===== src/rtl/muldiv_iter_unit_if.sv =====
// Request/result bundle between the execute stage and the iterative
// multiply/divide unit. The CPU drives the request side (master); the unit
// returns busy/done and the architectural HI/LO registers (slave).
interface muldiv_iter_unit_if #(
   parameter int WIDTH = 32
);
   logic             write_en;
   logic             sin;
   logic [1:0]       op;
   logic [WIDTH-1:0] in_1;
   logic [WIDTH-1:0] in_2;
   logic             busy;
   logic             done;
   logic [WIDTH-1:0] hi;
   logic [WIDTH-1:0] lo;

   modport master (
      output write_en, sin, op, in_1, in_2,
      input  busy, done, hi, lo
   );

   modport slave (
      input  write_en, sin, op, in_1, in_2,
      output busy, done, hi, lo
   );
endinterface


===== src/rtl/muldiv_iter_unit.sv =====
// Iterative HI/LO multiply/divide unit. One bit per cycle: shift-add
// multiply and restoring divide on operand magnitudes, with the sign fixed
// up in a single closing cycle. MTHI/MTLO write HI/LO directly when idle.
module muldiv_iter_unit #(
   parameter  int WIDTH = 32,
   localparam int CNT_W = $clog2(WIDTH + 1)
) (
   input logic               clk,
   input logic               reset,
   muldiv_iter_unit_if.slave bus
);

   typedef enum logic [1:0] {
      IDLE = 2'd0,
      RUN  = 2'd1,
      FIN  = 2'd2
   } state_t;

   localparam logic [CNT_W-1:0] LAST_CNT = CNT_W'(WIDTH - 1);

   // Magnitude of a possibly signed operand.
   function automatic logic [WIDTH-1:0] mag_w(input logic signed [WIDTH-1:0] v,
                                              input logic sgn);
      return (sgn && v[WIDTH-1]) ? -v : v;
   endfunction

   // Conditional two's-complement negate, single width.
   function automatic logic [WIDTH-1:0] neg_if_w(input logic [WIDTH-1:0] v,
                                                 input logic neg);
      return neg ? -v : v;
   endfunction

   // Conditional two's-complement negate, double width.
   function automatic logic [2*WIDTH-1:0] neg_if_2w(input logic [2*WIDTH-1:0] v,
                                                    input logic neg);
      return neg ? -v : v;
   endfunction

   state_t             state, state_nxt;
   logic               accept, step, finish, mt_write;
   logic [CNT_W-1:0]   cnt;
   logic               busy_r, done_r;
   logic [WIDTH-1:0]   hi_r, lo_r;

   // Datapath state: for divide prod holds {remainder, dividend/quotient},
   // for multiply {partial product high, multiplier/product low}.
   logic               is_div, neg_q, neg_r;
   logic [WIDTH-1:0]   opb;
   logic [2*WIDTH-1:0] prod, prod_step, prod_fix;
   logic [WIDTH-1:0]   addend, div_sub, quo_fix, rem_fix;
   logic [WIDTH:0]     mul_sum, div_shift;
   logic               div_ge;

   assign bus.busy = busy_r;
   assign bus.done = done_r;
   assign bus.hi   = hi_r;
   assign bus.lo   = lo_r;

   // State register.
   always_ff @(posedge clk) begin
      if (reset) state <= IDLE;
      else       state <= state_nxt;
   end

   // Next-state and per-cycle control strobes.
   always_comb begin
      state_nxt = state;
      accept    = 1'b0;
      step      = 1'b0;
      finish    = 1'b0;
      mt_write  = 1'b0;
      case (state)
         IDLE: begin
            if (bus.write_en) begin
               if (bus.op[1]) begin
                  accept    = 1'b1;
                  state_nxt = RUN;
               end else begin
                  mt_write  = 1'b1;
               end
            end
         end
         RUN: begin
            step = 1'b1;
            if (cnt == LAST_CNT) state_nxt = FIN;
         end
         FIN: begin
            finish    = 1'b1;
            state_nxt = IDLE;
         end
         default: state_nxt = IDLE;
      endcase
   end

   // One iteration of shift-add multiply or restoring divide.
   always_comb begin
      addend    = prod[0] ? opb : '0;
      mul_sum   = {1'b0, prod[2*WIDTH-1:WIDTH]} + {1'b0, addend};
      div_shift = {prod[2*WIDTH-1:WIDTH], prod[WIDTH-1]};
      div_ge    = div_shift >= {1'b0, opb};
      div_sub   = div_shift[WIDTH-1:0] - opb;
      if (is_div)
         prod_step = {(div_ge ? div_sub : div_shift[WIDTH-1:0]), prod[WIDTH-2:0], div_ge};
      else
         prod_step = {mul_sum, prod[WIDTH-1:1]};
   end

   // Sign correction applied on the closing edge.
   always_comb begin
      prod_fix = neg_if_2w(prod, neg_q);
      quo_fix  = neg_if_w(prod[WIDTH-1:0], neg_q);
      rem_fix  = neg_if_w(prod[2*WIDTH-1:WIDTH], neg_r);
   end

   // Control and architectural registers: counter, busy/done, HI/LO.
   always_ff @(posedge clk) begin
      if (reset) begin
         cnt    <= '0;
         busy_r <= 1'b0;
         done_r <= 1'b0;
         hi_r   <= '0;
         lo_r   <= '0;
      end else begin
         done_r <= finish;
         if (accept)    cnt <= '0;
         else if (step) cnt <= cnt + CNT_W'(1);
         if (accept)      busy_r <= 1'b1;
         else if (finish) busy_r <= 1'b0;
         if (mt_write) begin
            if (bus.op[0]) lo_r <= bus.in_1;
            else           hi_r <= bus.in_1;
         end else if (finish) begin
            if (is_div) begin
               hi_r <= rem_fix;
               lo_r <= quo_fix;
            end else begin
               {hi_r, lo_r} <= prod_fix;
            end
         end
      end
   end

   // Operand capture at accept, then one iteration per RUN cycle.
   always_ff @(posedge clk) begin
      if (accept) begin
         is_div <= bus.op[0];
         neg_q  <= bus.sin & (bus.in_1[WIDTH-1] ^ bus.in_2[WIDTH-1]);
         neg_r  <= bus.sin & bus.in_1[WIDTH-1];
         if (bus.op[0]) begin
            opb  <= mag_w(bus.in_2, bus.sin);
            prod <= {{WIDTH{1'b0}}, mag_w(bus.in_1, bus.sin)};
         end else begin
            opb  <= mag_w(bus.in_1, bus.sin);
            prod <= {{WIDTH{1'b0}}, mag_w(bus.in_2, bus.sin)};
         end
      end else if (step) begin
         prod <= prod_step;
      end
   end

endmodule


===== src/flat_wrapper.sv =====
// flat-port wrapper written by rule: the top's interface ports become plain ports
module muldiv_iter_unit_flat 
#(
   parameter  int WIDTH = 32,
   localparam int CNT_W = $clog2(WIDTH + 1)
)
  (clk, reset, bus_write_en, bus_sin, bus_op, bus_in_1, bus_in_2, bus_busy, bus_done, bus_hi, bus_lo);
  muldiv_iter_unit_if #(.WIDTH(WIDTH)) bus_i ();
  input logic clk;
  input logic reset;
  input wire logic [$bits(bus_i.write_en)-1:0] bus_write_en;
  input wire logic [$bits(bus_i.sin)-1:0] bus_sin;
  input wire logic [$bits(bus_i.op)-1:0] bus_op;
  input wire logic [$bits(bus_i.in_1)-1:0] bus_in_1;
  input wire logic [$bits(bus_i.in_2)-1:0] bus_in_2;
  output wire logic [$bits(bus_i.busy)-1:0] bus_busy;
  output wire logic [$bits(bus_i.done)-1:0] bus_done;
  output wire logic [$bits(bus_i.hi)-1:0] bus_hi;
  output wire logic [$bits(bus_i.lo)-1:0] bus_lo;
  assign bus_i.write_en = bus_write_en;
  assign bus_i.sin = bus_sin;
  assign bus_i.op = bus_op;
  assign bus_i.in_1 = bus_in_1;
  assign bus_i.in_2 = bus_in_2;
  assign bus_busy = bus_i.busy;
  assign bus_done = bus_i.done;
  assign bus_hi = bus_i.hi;
  assign bus_lo = bus_i.lo;
  muldiv_iter_unit #(.WIDTH(WIDTH)) u_core (.clk(clk), .reset(reset), .bus(bus_i));
endmodule

===== config.mk =====
export PLATFORM = sky130hd
export DESIGN_NAME = muldiv_iter_unit_flat
export DESIGN_NICKNAME = d
export VERILOG_FILES = /design/src/rtl/muldiv_iter_unit_if.sv /design/src/rtl/muldiv_iter_unit.sv /design/src/flat_wrapper.sv
export SDC_FILE = /design/constraint.sdc
export NUM_CORES = 1
export LEC_CHECK = 0
export ABC_CLOCK_PERIOD_IN_PS = 5150
export BUFFER_PORTS_ARGS = -buffer_cell sky130_fd_sc_hd__buf_4
export CELL_PAD_IN_SITES_DETAIL_PLACEMENT = 0
export CELL_PAD_IN_SITES_GLOBAL_PLACEMENT = 1
export CORE_AREA = 5 5 185 187
export CTS_BUF_LIST = sky130_fd_sc_hd__clkbuf_4
export DETAILED_ROUTE_END_ITERATION = 12
export DIE_AREA = 0 0 190 192
export PLACE_DENSITY_LB_ADDON = 0.2
export REMOVE_ABC_BUFFERS = 1
export SLEW_MARGIN = 10
export SYNTH_ARGS = -nofsm -noshare
export SYNTH_HDL_FRONTEND = slang
export SYNTH_SLANG_ARGS = --single-unit
export TNS_END_PERCENT = 100

===== constraint.sdc =====
create_clock -name clk -period 5.15 [get_ports clk]
set_input_delay 1.03 -clock clk [delete_from_list [all_inputs] [get_ports clk]]
set_output_delay 1.03 -clock clk [all_outputs]
set_load 0.02 [all_outputs]

==> out/summary.txt <==
Run status -> finished clean
Worst hold path endpoint -> u_core.cnt[5]
Async set-or-reset flop fraction in the synthesized netlist -> 0%
Max Cap Viol -> 0
Vias/cell -> 5.95
CP Capture Type -> flip-flop
PortBufs -> 135
Row count -> 66
CTS tree -> built
Cells after synthesis -> 1,745
Core Util, Final -> 49.5%
Slew margin rel. -> 16.3%
Achievable frequency -> 0.246 GHz
Worst-Skew Late Latency -> 0.64 ns
Lkg Pwr -> 6.47 nW
First-pass DRT Iterations -> 6
Clk root buf -> clkbuf_4
Total CTS buffers -> 17
Hold Crit Start -> u_core.cnt[5]
WHS Path Cells -> 2
Final period util -> 79.0%
Yosys reg bits -> 173
Sequential area share after synthesis -> 31.1%
Initial antenna violation count -> 3
Core Region -> 32,300 um2
Max Slew Vio Count -> 0
Largest net degree at the start of global routing -> 85
Placer Congestion -> 0.911
DIE AREA -> 36,500 um2
Kind of critical path -> reg -> reg
Clk_skew -> 0.0272 ns
Layout fillers -> 3,134
Worst-Margin Slew -> 1.25 ns
Flop2flop setup slack -> 1.08 ns
Final min period -> 4.07 ns
H-tree level count -> 4
Area delta synth->final -> 11.5%
CTS Hold Buffers Added -> 0
Number of routed nets with antenna violations -> 0
Reg2reg path depth -> 12
Final TNS setup -> 0 ns
Synthesized area per cell -> 8.22 um2
RSZ-0062 raised after global routing -> no
CP Data Required Time -> 5.52 ns
Main synth FF type -> edfxtp_1
Crit Path Max Fanout -> 22
Count of different cell masters after synthesis -> 72
Crit path DAT -> 4.44 ns
Maximum vdd ir drop -> 0.000135 V
R2R Path Start -> u_core.prod[37]
Endpoints failing hold -> 0
Share of layout cells above drive strength 1 -> 12.1%
Final setup vio count -> 0
Number of DRC markers in iteration 0 -> 1,253
Hpwl dp -> 36,600 um
CTS sink count -> 173
Nets@finish -> 1,964
Post-synth EDFFs -> 99
All-Layer GR Usage -> 26.1%
Maximum root-to-sink buffer count -> 2
Wirelength per Cell -> 21.4 um
Synthesized cell area -> 14,300 um2
Power Density -> 291 nW/um2
IO Count -> 136
Crit start category -> flip-flop
DR vias -> 13,600
Die H -> 192 um
WL final -> 48,800 um
Post CTS Setup Buffer Count -> 0
Vias in the first global route -> 13,100
Initial Util -> 44.4%
First-pass GRT wire length -> 74,700 um
Global route overflow -> 0
DRC violations left -> 0
Reg2reg end -> u_core.prod[35]
Syn. warnings -> 0
Die width -> 190 um
Hold crit path type -> reg -> reg
Clock-pin slew on the worst setup and hold paths -> 0.17 ns
Resized cells post-CTS -> 0
layout by cell type (no fill, tap or decap), drive strengths merged, types with 69 or more instances in the layout:
| cell | netlist | final |
|---|---|---|
| xor2 | 81 | 81 |
| o21ai | 77 | 77 |
| ha | 69 | 69 |
| dfxtp | 74 | 74 |
| nor2 | 250 | 250 |
| edfxtp | 99 | 99 |
| a21oi | 196 | 196 |
| mux2i | 88 | 88 |
| a211oi | 69 | 69 |
| inv | 62 | 72 |
| nand2 | 126 | 126 |
| buf | 19 | 154 |
| xnor2 | 96 | 96 |
stage by stage:
step           area, um2  std cells  setup WS (ns)  power (mW)  hold slack, ns
2_1_floorplan      14000       1650          0.844        3.23           0.453
3_3_place_gp       15700       2246           1.10        3.83           0.451
3_5_place_dp       15700       2246           1.12        3.84           0.475
4_1_cts            16000       2278           1.08        4.63           0.498
5_1_grt            16000       2280          0.843        4.94           0.525
6_report           16000       2280           1.08        4.65           0.500
final cells by class:
class / count / area [um2] / area share [%]
repair buffers: 154 / 1170 / 7.31
diodes: 2 / 5.00 / 0.0313
well taps: 442 / 553 / 3.46
clock inverters: 15 / 128 / 0.798
multi-input cells: 1414 / 9320 / 58.3
inverters: 63 / 236 / 1.48
flip-flops and latches: 173 / 4450 / 27.9
clock buffers: 17 / 128 / 0.798
worst max-delay path, cell delays in order, from the launching register on:
cell      delay (ns)
edfxtp_1        0.58
ha_1            0.42
a21o_1          0.23
a31o_2          0.26
nor2b_1         0.13
a211oi_1        0.39
o21a_1          0.33
o211a_1         0.23
a31o_2          0.42
buf_12          0.23
mux2_2          0.35
mux2i_1         0.15
nor2_1          0.05
state kept, by name (all words and copies together), names as in the netlist:
register	cells
u_core.bus.done	1
u_core.bus.hi	32
u_core.neg_q	1
u_core.prod	64
u_core.bus.busy	1
u_core.state	2
u_core.is_div	1
u_core.neg_r	1
u_core.cnt	6
u_core.bus.lo	32
u_core.opb	32
worst max path at each step:
stage	from	to	slack [ns]	depth (start not counted)
2_1_floorplan	bus_write_en	u_core.prod[0]	0.84	2
6_report	u_core.prod[37]	u_core.prod[35]	1.08	12
4_1_cts	u_core.prod[37]	u_core.prod[35]	1.08	12
3_5_place_dp	bus_in_2[3]	u_core.prod[30]	1.12	11
3_3_place_gp	bus_in_2[5]	u_core.prod[30]	1.10	11
5_1_grt	u_core.prod[35]	u_core.prod[35]	0.84	12
report_power, final:
| group | internal (mW) | leakage [nW] | total, mW | switching [mW] |
|---|---|---|---|---|
| sequential | 1.63 | 1.54 | 1.83 | 0.197 |
| combinational | 0.836 | 4.78 | 2.02 | 1.19 |
| clock | 0.210 | 0.144 | 0.801 | 0.591 |
| total | 2.68 | 6.47 | 4.65 | 1.97 |
Yosys cell counts, types with 4 or more instances:
| cell type | instances | area [um2] |
|---|---|---|
| nand3_1 | 29 | 145 |
| nor2b_1 | 16 | 100 |
| edfxtp_1 | 99 | 2970 |
| a2111oi_0 | 7 | 61.3 |
| o211a_1 | 7 | 70.1 |
| or4_1 | 8 | 60.1 |
| o41ai_1 | 14 | 123 |
| xnor2_1 | 96 | 841 |
| o31ai_1 | 22 | 165 |
| and2_1 | 11 | 68.8 |
| a31oi_1 | 22 | 138 |
| o21bai_1 | 12 | 90.1 |
| nand2_1 | 126 | 473 |
| nand4_1 | 15 | 93.8 |
| nor3_1 | 32 | 160 |
| a21o_1 | 33 | 248 |
| mux2_2 | 8 | 90.1 |
| o21ai_0 | 73 | 365 |
| ha_1 | 69 | 863 |
| mux2i_1 | 88 | 881 |
| a21oi_1 | 196 | 981 |
| xor2_1 | 81 | 709 |
| nor2_1 | 250 | 938 |
| inv_1 | 62 | 233 |
| buf_1 | 14 | 52.6 |
| nor4_1 | 14 | 87.6 |
| or3_1 | 5 | 31.3 |
| buf_2 | 5 | 25.0 |
| nand3b_1 | 4 | 30.0 |
| and3_1 | 10 | 62.6 |
| o211ai_1 | 11 | 82.6 |
| and4_1 | 4 | 35.0 |
| o21a_1 | 5 | 37.5 |
| nand2b_1 | 12 | 75.1 |
| clkbuf_1 | 76 | 285 |
| dfxtp_1 | 74 | 1480 |
| a221oi_1 | 5 | 43.8 |
| a211oi_1 | 69 | 518 |
kinds of logic after synthesis:
kind of cell	after synthesis	synth area share, %
simple gates	557	18.1
compound gates	513	22.8
xor+xnor	177	10.8
flops	173	31.1
buf+inv	158	4.18
mux	96	6.77
fa+ha+maj	71	6.30
layer usage:
| metal | vias to the layer above | part of all wire (%) | global-route usage, % |
|---|---|---|---|
| li1 | 6519 | - | - |
| met1 | 6518 | 48 | 37.7 |
| met2 | 468 | 44 | 40.7 |
| met3 | 68 | 5.9 | 4.20 |
| met4 | 0 | 2.4 | 6.98 |
| met5 | - | 0 | 0 |
Power figures use the tool's default switching activity.
